### config.mk
export PLATFORM = sky130hd
export DESIGN_NAME = stack_unit
export DESIGN_NICKNAME = d
export VERILOG_FILES = /design/src/rtl/stack_unit.sv
export SDC_FILE = /design/constraint.sdc
export NUM_CORES = 1
export LEC_CHECK = 0
export CORE_ASPECT_RATIO = 2
export CORE_MARGIN = 10
export CORE_UTILIZATION = 40
export DETAILED_ROUTE_END_ITERATION = 10
export PLACE_DENSITY = 0.83
export SETUP_SLACK_MARGIN = 0.02
export SYNTH_ARGS = -nofsm -noshare
export SYNTH_HDL_FRONTEND = slang
export SYNTH_SLANG_ARGS = --single-unit
### constraint.sdc
create_clock -name clk -period 2.25 [get_ports clk]
set_clock_uncertainty 0.15 [all_clocks]
set_input_delay 0.3375 -clock clk [delete_from_list [all_inputs] [get_ports clk]]
set_output_delay 0.3375 -clock clk [all_outputs]
set_load 0.005 [all_outputs]
### src/rtl/stack_unit.sv
// Stack-op sequencer: accepts one PUSH/POP/CALL/RET at a time, runs the
// data-memory access, then issues SP adjust / writeback / PC redirect in one commit cycle.
//
// state    | meaning
// ---------+-----------------------------------------------------------
// S_IDLE   | op_ready high, legality checked and operands latched on accept
// S_REQ    | mem_req held until mem_ack or TIMEOUT cycles have elapsed
// S_COMMIT | single-cycle pulse of side effects, or of the fault code
module stack_unit #(
  parameter logic [31:0] STACK_TOP   = 32'h0000_1000,
  parameter logic [31:0] STACK_LIMIT = 32'h0000_0800,
  parameter int          TIMEOUT     = 16
) (
  input  logic        clk,
  input  logic        reset,
  input  logic        op_valid,
  output logic        op_ready,
  input  logic [1:0]  op_code,
  input  logic [4:0]  op_rd,
  input  logic [31:0] op_data,
  input  logic [31:0] op_target,
  input  logic [31:0] sp_in,
  output logic        mem_req,
  output logic        mem_we,
  output logic [31:0] mem_addr,
  output logic [31:0] mem_wdata,
  input  logic [31:0] mem_rdata,
  input  logic        mem_ack,
  output logic [1:0]  stack_op,
  output logic        wb_write,
  output logic [4:0]  wb_reg,
  output logic [31:0] wb_data,
  output logic        pc_load,
  output logic [31:0] pc_value,
  output logic [1:0]  fault
);

  localparam int CW = $clog2(TIMEOUT + 1);

  localparam logic [1:0] OP_PUSH = 2'b00;
  localparam logic [1:0] OP_POP  = 2'b01;
  localparam logic [1:0] OP_CALL = 2'b10;
  localparam logic [1:0] OP_RET  = 2'b11;

  typedef enum logic [1:0] {
    S_IDLE   = 2'b00,
    S_REQ    = 2'b01,
    S_COMMIT = 2'b10
  } state_t;

  state_t          r_state;
  state_t          w_state_nxt;
  logic [1:0]      r_code;
  logic [4:0]      r_rd;
  logic [31:0]     r_data;
  logic [31:0]     r_target;
  logic [31:0]     r_addr;
  logic [31:0]     r_rdata;
  logic [1:0]      r_fault;
  logic [CW-1:0]   r_cnt;

  logic            w_accept;
  logic            w_push_like;
  logic [31:0]     w_sp_dec;
  logic [31:0]     w_addr_acc;
  logic [1:0]      w_fault_acc;
  logic            w_timeout;
  logic            w_r_write;

  // PUSH and CALL both write memory (op_code[0] == 0).
  assign w_accept    = op_valid && (r_state == S_IDLE);
  assign w_push_like = ~op_code[0];
  assign w_sp_dec    = sp_in - 32'd4;
  assign w_addr_acc  = w_push_like ? w_sp_dec : sp_in;
  assign w_timeout   = (r_cnt == CW'(TIMEOUT - 1));
  assign w_r_write   = ~r_code[0];

  always_comb begin
    w_fault_acc = 2'b00;
    if (w_push_like) begin
      if (w_sp_dec < STACK_LIMIT) w_fault_acc = 2'b01;
    end else if ((sp_in >= STACK_TOP) || ((op_code == OP_POP) && (op_rd == 5'd29))) begin
      w_fault_acc = 2'b10;
    end
  end

  always_ff @(posedge clk) begin
    if (!reset) r_state <= S_IDLE;
    else        r_state <= w_state_nxt;
  end

  always_comb begin
    w_state_nxt = r_state;
    case (r_state)
      S_IDLE:   if (w_accept) w_state_nxt = (w_fault_acc != 2'b00) ? S_COMMIT : S_REQ;
      S_REQ:    if (mem_ack || w_timeout) w_state_nxt = S_COMMIT;
      S_COMMIT: w_state_nxt = S_IDLE;
      default:  w_state_nxt = S_IDLE;
    endcase
  end

  always_ff @(posedge clk) begin
    if (!reset) begin
      r_code   <= 2'b00;
      r_rd     <= 5'd0;
      r_data   <= 32'd0;
      r_target <= 32'd0;
      r_addr   <= 32'd0;
      r_rdata  <= 32'd0;
      r_fault  <= 2'b00;
      r_cnt    <= '0;
    end else begin
      case (r_state)
        S_IDLE: if (w_accept) begin
          r_code   <= op_code;
          r_rd     <= op_rd;
          r_data   <= op_data;
          r_target <= op_target;
          r_addr   <= w_addr_acc;
          r_rdata  <= 32'd0;
          r_fault  <= w_fault_acc;
          r_cnt    <= '0;
        end
        S_REQ: begin
          // An ack in the last allowed cycle still wins over the timeout.
          if (mem_ack)        r_rdata <= mem_rdata;
          else if (w_timeout) r_fault <= 2'b11;
          else                r_cnt   <= r_cnt + CW'(1);
        end
        S_COMMIT: begin
          r_fault <= 2'b00;
          r_cnt   <= '0;
        end
        default: r_cnt <= '0;
      endcase
    end
  end

  always_comb begin
    op_ready  = (r_state == S_IDLE);
    mem_req   = 1'b0;
    mem_we    = 1'b0;
    mem_addr  = 32'd0;
    mem_wdata = 32'd0;
    stack_op  = 2'b00;
    wb_write  = 1'b0;
    wb_reg    = 5'd0;
    wb_data   = 32'd0;
    pc_load   = 1'b0;
    pc_value  = 32'd0;
    fault     = 2'b00;
    if (r_state == S_REQ) begin
      mem_req   = 1'b1;
      mem_we    = w_r_write;
      mem_addr  = r_addr;
      mem_wdata = w_r_write ? r_data : 32'd0;
    end else if (r_state == S_COMMIT) begin
      if (r_fault != 2'b00) begin
        fault = r_fault;
      end else begin
        case (r_code)
          OP_PUSH: stack_op = 2'b10;
          OP_CALL: begin
            stack_op = 2'b10;
            pc_load  = 1'b1;
            pc_value = r_target;
          end
          OP_POP: begin
            stack_op = 2'b01;
            if (r_rd != 5'd0) begin
              wb_write = 1'b1;
              wb_reg   = r_rd;
              wb_data  = r_rdata;
            end
          end
          OP_RET: begin
            stack_op = 2'b01;
            pc_load  = 1'b1;
            pc_value = r_rdata;
          end
          default: stack_op = 2'b00;
        endcase
      end
    end
  end

endmodule

==> results.ini, run 1 <==
[place]
detailed_place_hpwl_um=20300
post-place-cells=1476
pre_cts_slack_ns=-0.863
port_buffers=280
gp_congestion=0.895

[flow_run]
cap_violations=0

[worst_setup_path]
worstSetupPathType=reg2out
rrSetupSlack_ns=0.05
crit_fanout=8
worstPathRequired_ns=1.76
critical_path_buf_inv_count=4
path_cells=inv_4 -> ha_4 -> nor4b_4 -> buf_4 -> nand2_4 -> bufbuf_16 -> nor2_1 -> dlygate4sd2_1
crit_family=buffers and inverters
ff2ff_path_depth=11
cp_slowest_cell=dfxtp_4
critPathCaptureType=primary output
worstSetupStartpointType=flop
slowest_delay_ns=0.38
r2r-start=r_state[1]$_SDFFE_PN0P_
r2r-end=r_rdata[18]$_SDFFE_PN0P_
cp.arrival_ns=2.22

[die]
die_area_um2=24300
num_rows=69
coreArea_um2=17900
start_util=0.407
io_pins=281
fp.dieH_um=211
fp.dieW_um=115

[yosys]
synth_area_leader_cell=dfxtp_1
synth_mux_area_frac=0.0467
yosysSeqAreaShare=0.396
synthXorXnorAreaFrac=0.0373
synth_common_cells=nand2_1, dfxtp_1, a21oi_1
avgSynthCellArea_um2=7.60
synthTopCellsByArea=dfxtp_1, nand2_1, and2_1, a21oi_1, mux2i_1
async_flop_share=0
ys_ff_latch=144
synth_most_common_cell=nand2_1
syn_inst=958
synth_compound_area_frac=0.134
synth_fp_nets=1104
synth_top_area_share=0.396
ys_warn_count=0
synth_area_um2=7280
synth_top_family_by_area=simple AND/OR/NAND/NOR gates
synthSimpleGateAreaFrac=0.333
synth_fa_ha_area_frac=0.0120
synth-edff-count=0
synth_ff_type=dfxtp_1
ys_types=58

[routing]
wl_per_cell_um=20.2
firstDrtPassIters=5
met3_wirelength_um=1940
postRouteAntennaNets=0
wirelength_um=31200
highest_layer=met4
vias=8227
drtIter0Drc=490
wirelength_met1_um=10300
drc=0
wl_met2_um=17400
vias_per_cell=5.34

[sta]
period_minus_slack_ns=2.71
setup_viol=122
setup_tns_ns=-32.39
max_slew_margin=0.683
fin_ws_ns=-0.461
drv_slew=0
finalHoldViolations=0
min_period_over_period=1.20
holdWs_ns=0.216
timing_worst_slew_pin_value_ns=0.471
fmax_ghz=0.369
rsz0062_at_grt=yes

[global_routing]
grt_max_degree=59
grt.total_usage=0.236
grt_overflow=0
grt_pass1_vias=8284
grt_first_pass_wirelength_um=44700
antenna_found_initial=1

[cts]
clk_latency_ns=0.42
h-tree-depth=4
clkSinkCount=144
cts_root_buf=clkbuf_16
tritoncts=yes
numCtsBuffers=17
cts_buffer_depth=2
path_clk_slew_ns=0.06

[pwr]
ir_worst_vdd_uv=490
p_per_area_nw_per_um2=588
power_leakage_nw=5.04

[worst_hold_path]
holdPathStages=4
hold_class=in2reg
min_to=r_addr[6]$_SDFFE_PN0P_
hold_start=sp_in[6]

[cells_and_area]
area_growth_pct=68.9
drive_above_1_share=0.287
fin_nets=1461
final_cells=1542

[status]
status=finished, violations left
violations=setup timing

-- placed cells by master (no fill, tap or decap), drive strengths merged, types with 2 or more instances in the layout --
master         count
or4                2
nand2            205
clkdlybuf4s15     29
clkinvlp           2
o21ai              8
nand3b             2
nor3              17
bufbuf             2
clkinv             8
nor2b              5
xnor2             15
bufinv             3
dfxtp            144
inv               12
or3                6
clkdlybuf4s50    131
mux2i             34
and3b              2
ha                 7
clkbuf            35
dlymetal6s2s      10
buf              202
a211oi            27
a311oi             2
a21oi            110
and2             104
nor3b              2
nand4              3
dlygate4sd2       15
xor2              16
nand3             35
nor4              13
nor2              89
and3               2
nand2b             5
-- logic make-up (layout without fill, tap and decap cells) --
family                     Yosys count  after routing
and+or+nand+nor                    500            500
AOI/OAI and AO/OA                  163            163
DFF                                144            144
buffers and inverters               79            449
muxes                               34             34
xor gates and xnor gates            31             31
adders and majority gates            7              7
other                                0              1
-- power breakdown --
part	total, mW	internal, mW	switching, mW
combinational	1.50	0.737	0.759
clock	2.90	1.77	1.13
sequential	2.83	2.73	0.104
-- worst max path at each step --
stage / cells after the start / startpoint / slack [ns] / end
2_1_floorplan: 7 / sp_in[6] / -0.08 / r_state[0]$_SDFFE_PN0P_
3_3_place_gp: 8 / sp_in[6] / -0.78 / r_state[0]$_SDFFE_PN0P_
3_5_place_dp: 8 / sp_in[6] / -0.86 / r_state[0]$_SDFFE_PN0P_
4_1_cts: 10 / r_state[1]$_SDFFE_PN0P_ / -0.45 / wb_data[17]
5_1_grt: 8 / r_state[1]$_SDFFE_PN0P_ / -0.53 / pc_value[23]
6_report: 8 / r_state[1]$_SDFFE_PN0P_ / -0.46 / pc_value[23]
-- tightest hold or removal path, stage by stage --
cell and delay, ns:
clkbuf_2 0.11, buf_4 0.14, o21ai_0 0.07, a311oi_1 0.08
-- per-stage QoR --
step,utilization,power [mW],cell area [um^2]
finish,0.688,7.23,12300
global placement,0.615,4.18,11000
detailed placement,0.615,4.22,11000
floorplan,-,3.48,7300
CTS,0.673,7.18,12000
global route,0.688,7.49,12300
-- metal layers --
metal  global-route usage  vias up
met5                    0        -
met4                0.124        0
met3               0.0543       93
met2                0.451      368
met1                0.222     3840
li1                     -     3926
-- flip-flops by register name, indices dropped and copies added (netlist names) --
signal,cells
r_data,32
r_cnt,5
r_target,32
r_addr,32
r_code,2
r_rdata,32
r_state,2
r_rd,5
r_fault,2
-- cell type report --
| type | instances | area [um^2] |
|---|---|---|
| Antenna cell | 1 | 2.50 |
| Clock buffer | 18 | 439 |
| Clock inverter | 14 | 165 |
| Fill cell | 1376 | 5570 |
| Inverter | 11 | 46.3 |
| Multi-Input combinational cell | 735 | 4500 |
| Sequential cell | 144 | 2890 |
| Tap cell | 213 | 267 |
| Timing Repair Buffer | 406 | 3990 |
-- timing repair --
action	CTS	global route
pin swaps	45	18
resized for setup	548	92
gates cloned	9	3
hold buffers	0	0
setup buffers	28	8
hold endpoints to repair	0	0
setup endpoints to repair	193	149
Note: power is estimated with default switching activity, not from simulation.
==> run 2, diff against run 1 <==
Settings changed: CELL_PAD_IN_SITES_DETAIL_PLACEMENT set to 0, CELL_PAD_IN_SITES_GLOBAL_PLACEMENT set to 1, CORE_UTILIZATION 40 to 28.
Clock period 2.25 ns to 2.4 ns, I/O delays scaled along.
==> results.ini, run 2 (synthesized netlist as in run 1, its figures left out) <==
[routing]
wirelength_um=33400
firstDrtPassIters=5
wl_per_cell_um=19.7
drtIter0Drc=340
vias_per_cell=4.85
vias=8242
drc=0
postRouteAntennaNets=0

[sta]
fin_ws_ns=-0.350
drv_slew=0
fmax_ghz=0.364
finalHoldViolations=0
rsz0062_at_grt=yes
max_slew_margin=0.626
period_minus_slack_ns=2.75
setup_viol=127
min_period_over_period=1.15
holdWs_ns=0.297
timing_worst_slew_pin_value_ns=0.560

[cells_and_area]
fin_nets=1485
final_util=0.514
final_cells=1698
area_growth_pct=80.9
mostFrequentLayoutCells=nand2_1, dfxtp_1, clkdlybuf4s50_1
drive_above_1_share=0.350
mostFrequentLayoutCell=nand2_1

[die]
num_rows=83
fp.dieH_um=248
io_pins=281
die_area_um2=33200
fp.dieW_um=134
start_util=0.284
coreArea_um2=25700

[worst_setup_path]
crit_family=buffers and inverters
worstPathRequired_ns=1.89
cp_slowest_cell=dfxtp_2
slowest_delay_ns=0.35
crit_top_cell=buf_6
worstSetupStartpointType=flop
cp.arrival_ns=2.24
critical_path_buf_inv_count=5
critPathCaptureType=primary output
crit_fanout=6
rrSetupSlack_ns=-0.01
path_cells=inv_2 -> ha_4 -> nor4b_4 -> buf_4 -> nand2_4 -> nor2_4 -> o21a_4 -> buf_6 -> buf_16 -> and2_4 -> buf_6
worstSetupPathType=reg2out

[place]
port_buffers=280
detailed_place_hpwl_um=22400
pre_cts_slack_ns=-0.672
post-place-cells=1601
gp_congestion=0.871

[cts]
cts_root_buf=clkbuf_16
cts_buffer_depth=2
path_clk_slew_ns=0.06
tritoncts=yes
clkSinkCount=144
cts_hold_repair.buffers=0
numCtsBuffers=17
clk_latency_ns=0.44
h-tree-depth=4

[status]
status=finished, violations left
violations=setup timing

[global_routing]
top_usage_layer=met2
use_met1=0.179
grt_first_pass_wirelength_um=48200
grtUsageMet3=0.0500
grt_pass1_vias=8096
antenna_found_initial=6
grt_util_met2=0.370
grt_max_degree=77
grt_overflow=0
grt.total_usage=0.189

[pwr]
power_leakage_nw=5.22
ir_worst_vdd_uv=396
pwr-share-comb=0.220
p_int_mw=4.91
switchingPower_mw=1.94
p_sw_frac=0.283
p_per_area_nw_per_um2=520
seqPwrFrac=0.389
clkPwrFrac=0.391

[flow_run]
cap_violations=0

[worst_hold_path]
hold_class=reg2reg

run 2: worst reg2reg max path, stage by stage (launching register included):
cell and delay, ns:
dfxtp_2 0.35, inv_2 0.06, ha_4 0.17, buf_4 0.13, buf_6 0.12, buf_4 0.13, buf_8 0.13, buf_16 0.14
buf_4 0.15, mux2i_2 0.21, or2_4 0.17, buf_12 0.19, nand2_1 0.09, a21oi_1 0.17
run 2: path summary, 6_finish.rpt:
kind                                              start                 endpoint  cells after the start
worst max-delay path            r_state[1]$_SDFFE_PN0P_              wb_data[25]                     11
worst min register to register   r_addr[3]$_SDFFE_PN0P_   r_addr[3]$_SDFFE_PN0P_                      2
worst max register to register  r_state[1]$_SDFFE_PN0P_  r_rdata[3]$_SDFFE_PN0P_                     13
worst min-delay path             r_addr[3]$_SDFFE_PN0P_   r_addr[3]$_SDFFE_PN0P_                      2
run 2: what timing repair did:
action	4_1_cts	5_1_grt
gates resized for setup	636	273
setup endpoints to repair	149	140
pin swaps	45	58
setup buffers	36	22
gates cloned	12	4
run 2: metrics by stage:
stage                     TNS, ns  area [um^2]  total power [mW]
after detailed placement   -36.42        11100              3.95
after global routing       -38.91        13200              7.17
final                      -26.16        13200              6.85
after floorplan                 0         7290              3.27
after CTS                  -32.07        12500              6.81
after global placement     -32.28        11100              3.93
run 2: power by group through the flow:
stage	Sequential, mW	Combinational (mW)	Clock [mW]
5_1_grt	2.68	1.63	2.86
6_report	2.67	1.51	2.68
2_1_floorplan	2.67	0.597	0
4_1_cts	2.66	1.41	2.74
3_3_place_gp	2.70	1.24	0
3_5_place_dp	2.70	1.25	0
run 2: per-layer routing:
layer	part of all wire	wire length [um]
met5	0.00021	7
met3	0.060	2020
met1	0.33	10900
met4	0.032	1080
met2	0.58	19400
run 2: final cells by class:
class,count,area [um^2]
Tap cell,340,425
Multi-Input combinational cell,735,4720
Clock buffer,22,474
Antenna cell,6,15.0
Sequential cell,144,2890
Timing Repair Buffer,430,4490
Inverter,11,46.3
Clock inverter,10,110
Fill cell,2479,12500
